**src/rtl/alu_pkg.sv**
```systemverilog
// Shared definitions for the RV32I ALU-control slice.
// Contents:
//   alu_code_e  - 4-bit ALU operation codes consumed by the ALU
//   ALUOP_*     - operation class from the main decoder
//   F7_*        - func7 values that select base/alternate R-type and shift ops
//   decode_t    - combinational decode result {result, illegal}
package alu_pkg;

    typedef enum logic [3:0] {
        ALU_AND  = 4'b0000,
        ALU_OR   = 4'b0001,
        ALU_ADD  = 4'b0010,
        ALU_XOR  = 4'b0011,
        ALU_SLL  = 4'b0100,
        ALU_SRL  = 4'b0101,
        ALU_SUB  = 4'b0110,
        ALU_SRA  = 4'b0111,
        ALU_SLT  = 4'b1000,
        ALU_SLTU = 4'b1001
    } alu_code_e;

    localparam logic [1:0] ALUOP_MEM = 2'b00;
    localparam logic [1:0] ALUOP_BR  = 2'b01;
    localparam logic [1:0] ALUOP_R   = 2'b10;
    localparam logic [1:0] ALUOP_I   = 2'b11;

    localparam logic [6:0] F7_BASE = 7'b0000000;
    localparam logic [6:0] F7_ALT  = 7'b0100000;

    typedef struct packed {
        alu_code_e result;
        logic      illegal;
    } decode_t;

endpackage

```
**src/rtl/alu_control_if.sv**
```systemverilog
// Bus between the main control unit / instruction fields and the ALU.
// Signals:
//   func3   - instruction bits [14:12]
//   func7   - instruction bits [31:25]
//   alu_op  - operation class from the main decoder
//   result  - registered ALU operation code
//   illegal - registered "encoding not supported" flag
// Modports:
//   master - drives the instruction fields, observes the decode
//   slave  - the ALU-control block
interface alu_control_if;
    import alu_pkg::*;

    logic [2:0] func3;
    logic [6:0] func7;
    logic [1:0] alu_op;
    logic [3:0] result;
    logic       illegal;

    modport master (
        output func3,
        output func7,
        output alu_op,
        input  result,
        input  illegal
    );

    modport slave (
        input  func3,
        input  func7,
        input  alu_op,
        output result,
        output illegal
    );

endinterface

```
**src/rtl/alu_control_decode.sv**
```systemverilog
// Purely combinational ALU-control decode.
// Ports:
//   func3  (in, 3) - instruction bits [14:12]
//   func7  (in, 7) - instruction bits [31:25]
//   alu_op (in, 2) - operation class
//   dec    (out)   - {result, illegal}; illegal encodings decode to ADD
module alu_control_decode
    import alu_pkg::*;
(
    input  logic [2:0] func3,
    input  logic [6:0] func7,
    input  logic [1:0] alu_op,
    output decode_t    dec
);

    always_comb begin
        // NOTE: defaults first so every path assigns both fields and no latch is inferred;
        // they also encode the "illegal -> ADD" fallback.
        dec.result  = ALU_ADD;
        dec.illegal = 1'b0;

        unique case (alu_op)
            ALUOP_MEM: begin
                dec.result = ALU_ADD;
            end

            ALUOP_BR: begin
                // func3[2:1] selects the comparison kind; func3[0] only inverts
                // the branch sense, which the branch unit handles.
                unique case (func3[2:1])
                    2'b00: dec.result = ALU_SUB;
                    2'b01: begin
                        dec.result  = ALU_SUB;
                        dec.illegal = 1'b1;
                    end
                    2'b10: dec.result = ALU_SLT;
                    2'b11: dec.result = ALU_SLTU;
                    default: ;
                endcase
            end

            ALUOP_R: begin
                if (func7 == F7_BASE) begin
                    unique case (func3)
                        3'b000: dec.result = ALU_ADD;
                        3'b001: dec.result = ALU_SLL;
                        3'b010: dec.result = ALU_SLT;
                        3'b011: dec.result = ALU_SLTU;
                        3'b100: dec.result = ALU_XOR;
                        3'b101: dec.result = ALU_SRL;
                        3'b110: dec.result = ALU_OR;
                        3'b111: dec.result = ALU_AND;
                        default: ;
                    endcase
                end else if (func7 == F7_ALT && func3 == 3'b000) begin
                    dec.result = ALU_SUB;
                end else if (func7 == F7_ALT && func3 == 3'b101) begin
                    dec.result = ALU_SRA;
                end else begin
                    // Includes the M extension (func7=0000001), not supported here.
                    dec.illegal = 1'b1;
                end
            end

            ALUOP_I: begin
                // func7 is part of the immediate except for shifts, where it
                // carries the shift type.
                unique case (func3)
                    3'b000: dec.result = ALU_ADD;
                    3'b010: dec.result = ALU_SLT;
                    3'b011: dec.result = ALU_SLTU;
                    3'b100: dec.result = ALU_XOR;
                    3'b110: dec.result = ALU_OR;
                    3'b111: dec.result = ALU_AND;
                    3'b001: begin
                        if (func7 == F7_BASE) dec.result  = ALU_SLL;
                        else                  dec.illegal = 1'b1;
                    end
                    3'b101: begin
                        if (func7 == F7_BASE)     dec.result  = ALU_SRL;
                        else if (func7 == F7_ALT) dec.result  = ALU_SRA;
                        else                      dec.illegal = 1'b1;
                    end
                    default: ;
                endcase
            end

            default: ;
        endcase
    end

endmodule

```
**src/rtl/alu_control.sv**
```systemverilog
// Registered ALU-control decoder for the RV32I datapath.
// Ports:
//   clk - rising-edge clock
//   rst - asynchronous active-high reset; forces result=ADD, illegal=0
//   bus - alu_control_if.slave: func3/func7/alu_op in, result/illegal out
// Outputs follow the inputs sampled at the previous rising edge (1-cycle latency).
module alu_control
    import alu_pkg::*;
(
    input  logic          clk,
    input  logic          rst,
    alu_control_if.slave  bus
);

    decode_t dec_d;
    decode_t dec_q;

    alu_control_decode u_decode (
        .func3  (bus.func3),
        .func7  (bus.func7),
        .alu_op (bus.alu_op),
        .dec    (dec_d)
    );

    // NOTE: reset value is ADD (not all-zeros = AND) so a datapath coming out of
    // reset computes a harmless address add.
    always_ff @(posedge clk or posedge rst) begin
        if (rst) begin
            // NOTE: non-blocking assignments for all sequential state.
            dec_q.result  <= ALU_ADD;
            dec_q.illegal <= 1'b0;
        end else begin
            dec_q <= dec_d;
        end
    end

    assign bus.result  = dec_q.result;
    assign bus.illegal = dec_q.illegal;

endmodule

```
**src/flat_wrapper.sv**
```systemverilog
// flat-port wrapper written by rule: the top's interface ports become plain ports
module alu_control_flat import alu_pkg::*;
  (clk, rst, bus_func3, bus_func7, bus_alu_op, bus_result, bus_illegal);
  alu_control_if bus_i ();
  input  logic clk;
  input  logic rst;
  input wire logic [$bits(bus_i.func3)-1:0] bus_func3;
  input wire logic [$bits(bus_i.func7)-1:0] bus_func7;
  input wire logic [$bits(bus_i.alu_op)-1:0] bus_alu_op;
  output wire logic [$bits(bus_i.result)-1:0] bus_result;
  output wire logic [$bits(bus_i.illegal)-1:0] bus_illegal;
  assign bus_i.func3 = bus_func3;
  assign bus_i.func7 = bus_func7;
  assign bus_i.alu_op = bus_alu_op;
  assign bus_result = bus_i.result;
  assign bus_illegal = bus_i.illegal;
  alu_control u_core (.clk(clk), .rst(rst), .bus(bus_i));
endmodule
```
**config.mk**
```make
export PLATFORM = sky130hd
export DESIGN_NAME = alu_control_flat
export DESIGN_NICKNAME = d
export VERILOG_FILES = /design/src/rtl/alu_pkg.sv /design/src/rtl/alu_control_if.sv /design/src/rtl/alu_control_decode.sv /design/src/rtl/alu_control.sv /design/src/flat_wrapper.sv
export SDC_FILE = /design/constraint.sdc
export NUM_CORES = 1
export LEC_CHECK = 0
export CAP_MARGIN = 20
export CORE_AREA = 2 2 39 41
export DETAILED_ROUTE_END_ITERATION = 7
export DIE_AREA = 0 0 41 43
export PLACE_DENSITY_LB_ADDON = 0.25
export SLEW_MARGIN = 5
export SYNTH_ARGS = -nofsm -noshare
export SYNTH_HDL_FRONTEND = slang
export SYNTH_HIERARCHICAL = 1
export SYNTH_SLANG_ARGS = --single-unit
```
**constraint.sdc**
```tcl
create_clock -name clk -period 0.8 [get_ports clk]
set_input_delay 0.16 -clock clk [delete_from_list [all_inputs] [get_ports clk]]
set_output_delay 0.16 -clock clk [all_outputs]
set_load 0.05 [all_outputs]
```
Word level (Yosys, flattened, before mapping)
Memories as Yosys holds them, arrays and structs flattened. Cells that the tools add are included.

Register bits after elaboration: 5. Latch bits: 0. Memory bits (writable): 0. Bits in read-only memories: 32. Bits of input ports: 14. Output and inout port bits: 5. Word-level logic and storage cells: 42. Memories: 1.

Add/sub/neg operators: 0. Multiply operators: 0. Divide/modulo/power cells: 0. Magnitude comparators: 0. Equal/unequal tests: 14. Shifts and indexed selects: 0. Multiplexer cells: 18. Bitwise gates (word level): 0. Reduce and logical (&&, ||, !) cells: 7.

Memory list: (name not given) (words 8, width 4, rd ports 1, clocked after memory_dff 0, write ports 0, line alu_control_decode.sv:44) `unique case (func3)`.

Operators by type and width (number): 4-bit case mux with 8 select lines (1); 4-bit case mux with 4 select lines (1); 3-bit 2-to-1 mux (5); 3-bit == test (second input constant) (4); 4-bit case mux with 3 select lines (1); 2-bit == test (second input constant) (4); 7-bit by 6-bit == test with 1-bit output (second input constant) (1); 7-bit logical NOT (1); 1-bit 2-to-1 mux (7); 3-bit by 2-bit == test with 1-bit output (second input constant) (2); 2-bit by 1-bit == test with 1-bit output (second input constant) (2); 2-bit logical NOT (2); 4-bit 2-to-1 mux (1); 3-bit by 1-bit == test with 1-bit output (second input constant) (1); 3-bit logical NOT (1); 1-bit case mux with 3 select lines (1); 1-bit logical AND (2); 1-bit case mux with 2 select lines (1); 2-bit OR reduction (1).

Longest topological paths before layout
Gate-level depths: netlist of run 1.

Depth in word-level cells: 6. Gate-level depth with buffers: 4. Depth with buffers taken out: 4.

Modules after synthesis
Netlist of run 1, hierarchy kept.

By module, submodules not included: alu_control_decode (times used 1, cells each 38, area each 249.0 um2, sequential area each 0.0 um2); alu_control (times used 1, cells each 6, area each 130.1 um2, sequential area each 126.4 um2).

Least setup slack after synthesis of run 1
Ideal clock, no wire load.

Path kind: input -> register. From: in bus_func7[6]. To: reg, netlist name u_core/bus.result[2]. Setup time: 0.101 ns. Data arrival time: 1.201 ns. Required time: 0.699 ns. Setup slack: -0.502 ns. Stages on the path: 4. Buffers on the path: 0. Cells stage by stage: or4_4 nor3_4 nand3_1 o32ai_1.

RTL lines: start: declaration (line flat_wrapper.sv:8) `input wire logic [$bits(bus_i.func7)-1:0] bus_func7;`.

==> key figures, run 1 <==
Worst setup path
  • Worst endpoint data arrival time: 1.42 ns
  • WS Path Type: input pin to register
  • CP required: 0.98 ns
  • Maximum net fanout on the critical path: 2
  • Crit path launch type: input pin
  • Crit end category: register

Floorplan
  • DIE AREA: 1760 um^2
  • Io pins: 19
  • Row count: 14
  • Core Box Area: 1380 um^2
  • Die width: 41 um
  • Initial Util: 0.274
  • Die Height: 43 um

Clock network
  • Post-CTS Hold Buffers: 0
  • Clock root cell: clkbuf_4
  • Clk slew on worst S/H paths: 0.04 ns
  • CTS Sinks: 5
  • Htree depth: 1
  • Clk buf depth: 2
  • CTS tree: built
  • TritonCTS Buffers: 3

Power
  • Total power density per cell area: 1170 nW/um^2
  • Max IR drop VDD: 0.432 mV
  • Power Total: 929 uW
  • Leakage power: 0.000400 uW

Detailed routing
  • Post-route ant nets: 0
  • Drt pass-1 iters: 3
  • Drt via density: 5.10
  • Remaining DRCs: 0
  • Wirelength per Cell: 13.1 um
  • Routed wire length: 1240 um
  • Initial DRC Count: 2
  • Routed via count: 479

GRT
  • Antenna violations before repair: 0
  • Vias in the first global route: 475
  • GR Util met2: 0.272
  • Total Routing Usage GR: 0.166
  • Grt met3 use: 0.0157
  • Largest net degree at the start of global routing: 10
  • Global routing's busiest layer: met2
  • First-pass GRT wire length: 1950 um
  • Met1 Track Usage GR: 0.184
  • Remaining global-route overflow: 0

Synth
  • Sequential share of the synthesized area: 0.333
  • Syn Area/Cell: 8.62 um^2
  • Share of the synthesized area in the top cell type: 0.264
  • Post-synthesis register bit count: 5
  • Count of cell types in the netlist: 25
  • Top post-synthesis cells by area: dfrtp_1 26%, a31oi_1 8.3%, dfstp_2 6.9%, o211a_1 5.3%, a311oi_1 4.6%
  • Cell taking the most area after synthesis: dfrtp_1
  • Mapped Nets: 58
  • Cells after synthesis: 44
  • Synth warn: 6
  • Synthesized area: 379 um^2

Timing
  • FMAX: 0.804 GHz
  • Crit path time final: 1.24 ns
  • Relative slew slack: 0.786
  • Slew Limit Fails: 0
  • Fin crit share: 1.55
  • Final Hold Viols: 0
  • Measured slew at the worst slew-check pin: 0.318 ns
  • Hold slack: 0.119 ns
  • RSZ-0062 raised after global routing: true
  • Worst setup margin: -0.443 ns
  • Final setup viols: 10

Layout
  • Post-layout util: 0.575
  • Synthesis-to-finish area growth: 110%
  • Antenna cells: 0
  • Proportion of layout cells with a drive suffix above 1: 0.423
  • Final net count: 93
  • Final non-filler cell total: 94

Outcome
  • Outcome: complete, but fails checks
  • Failing checks: negative setup slack

Placement
  • Gpl congestion: 0.832
  • DP HPWL: 907 um
  • # port buffers: 18
  • Placed Cells incl. Taps: 89

Min path
  • Worst hold path class: input pin to async pin

Job
  • Max_cap viols: 0
==> synthesized netlist by cell type <==
| master | count |
|---|---|
| or4_4 | 1 |
| o211a_1 | 2 |
| nor2b_1 | 2 |
| a31oi_1 | 5 |
| nand3_1 | 1 |
| and2b_1 | 1 |
| nor2_1 | 3 |
| nand2b_1 | 2 |
| dfstp_2 | 1 |
| o22ai_1 | 1 |
| o21ai_0 | 2 |
| nand3b_1 | 1 |
| nor3_4 | 1 |
| buf_2 | 1 |
| a311oi_1 | 2 |
| nor3_1 | 1 |
| a21oi_1 | 1 |
| inv_1 | 4 |
| a21o_2 | 1 |
| a21o_1 | 1 |
| xnor2_1 | 1 |
| o32ai_1 | 1 |
| dfrtp_1 | 4 |
| nor4_1 | 2 |
| nand2_1 | 2 |
==> power breakdown <==
| part | internal [uW] | switching (uW) | total [uW] |
|---|---|---|---|
| registers | 273 | 12.4 | 285 |
| clock network | 188 | 95.1 | 283 |
| logic | 188 | 173 | 361 |
==> cell usage in the layout (no fill, tap or decap), types with 2 or more instances in the layout <==
cell and instances:
o211a_1 2, dlymetal6s2s_1 4, nand2b_1 2, nor2b_1 2, dfrtp_1 4, buf_6 3, nor2_1 3, inv_1 4
buf_4 11, buf_12 5, a31oi_1 5, nand2_1 2, clkdlybuf4s50_1 4, clkbuf_4 3, o21ai_1 2, buf_2 2
==> cells by family (layout without fill, tap and decap cells) <==
family,Yosys count,count (layout),share of synthesized area
buffers and inverters,5,39,0.0528
xor gates and xnor gates,1,1,0.0231
and+or+nand+nor,17,17,0.287
AOI/OAI and AO/OA,16,16,0.304
DFF,5,5,0.333
==> final cells by class <==
class                           instances  area [um^2]
Sequential cell                         5          126
Fill cell                             128          588
Multi-Input combinational cell         34          273
Inverter                                4         15.0
Clock buffer                            4         26.3
Timing Repair Buffer                   31          335
Tap cell                               16         20.0
==> per-stage QoR <==
| stage | instance area [um^2] | TNS [ns] | worst slack (ns) |
|---|---|---|---|
| after floorplan | 379 | -2.21 | -0.501 |
| final | 796 | -2.71 | -0.443 |
| after CTS | 767 | -2.90 | -0.444 |
| after global placement | 714 | -4.54 | -0.932 |
| after global routing | 796 | -3.04 | -0.496 |
| after detailed placement | 714 | -4.65 | -0.959 |
==> registers in the layout, indices dropped and copies added (netlist names) <==
signal and flops:
u_core/bus.illegal 1, u_core/bus.result 4
==> timing repair <==
| item | CTS | global route |
|---|---|---|
| resized for setup | 18 | 9 |
| pin swaps | 5 | 4 |
| endpoints found under the setup margin | 10 | 10 |
| setup buffers | 1 | 0 |
==> routing by layer <==
metal  wire [um]  share of wire  up-vias
li1            -              -      237
met1         431           0.35      227
met2         740           0.60       13
met3          53          0.043        2
met4          10         0.0081        0
met5           0              0        -
==> worst paths after layout <==
| path | endpoint | slack [ns] | cells after the start | from |
|---|---|---|---|---|
| worst max-delay path | u_core/bus.result[3] | -0.44 | 6 | bus_func7[2] |
| max in group asynchronous | u_core/bus.result[1] | 0.45 | 2 | rst |
| worst min-delay path | u_core/bus.result[3] | 0.12 | 2 | rst |
| min in group clk | u_core/bus.result[1] | 0.27 | 3 | bus_func3[0] |
==> critical path, cell delays in order <==
cell     delay (ns)
buf_6          0.09
or4_4          0.55
buf_6          0.14
nor4_4         0.15
o211a_1        0.20
a21o_1         0.13
Power figures use the tool's default switching activity.
==> run 2, diff against run 1 <==
--- a/config.mk
+++ b/config.mk
@@ -5,6 +5,7 @@
 export SDC_FILE = /design/constraint.sdc
 export NUM_CORES = 1
 export LEC_CHECK = 0
+export ABC_AREA = 0
 export CAP_MARGIN = 20
 export CORE_AREA = 2 2 39 41
 export DETAILED_ROUTE_END_ITERATION = 7
==> results of run 2 <==
Same layout as run 1: the final DEF is identical, and so are final timing and power.
==> run 3, diff against run 2 <==
==> constraint.sdc (replaced) <==
create_clock -name clk -period 0.8 [get_ports clk]
set_input_delay 0.2 -clock clk [delete_from_list [all_inputs] [get_ports clk]]
set_output_delay 0.2 -clock clk [all_outputs]
set_load 0.05 [all_outputs]
==> results of run 3 <==
Same layout as run 1 (identical final DEF). Status: complete, but fails checks: negative setup slack.
Among the figures that moved: setup slack after placement -0.959 ns -> -0.999 ns; setup slack after layout -0.443 ns -> -0.483 ns; setup TNS -2.71 ns -> -3.11 ns; hold slack 0.119 ns -> 0.159 ns
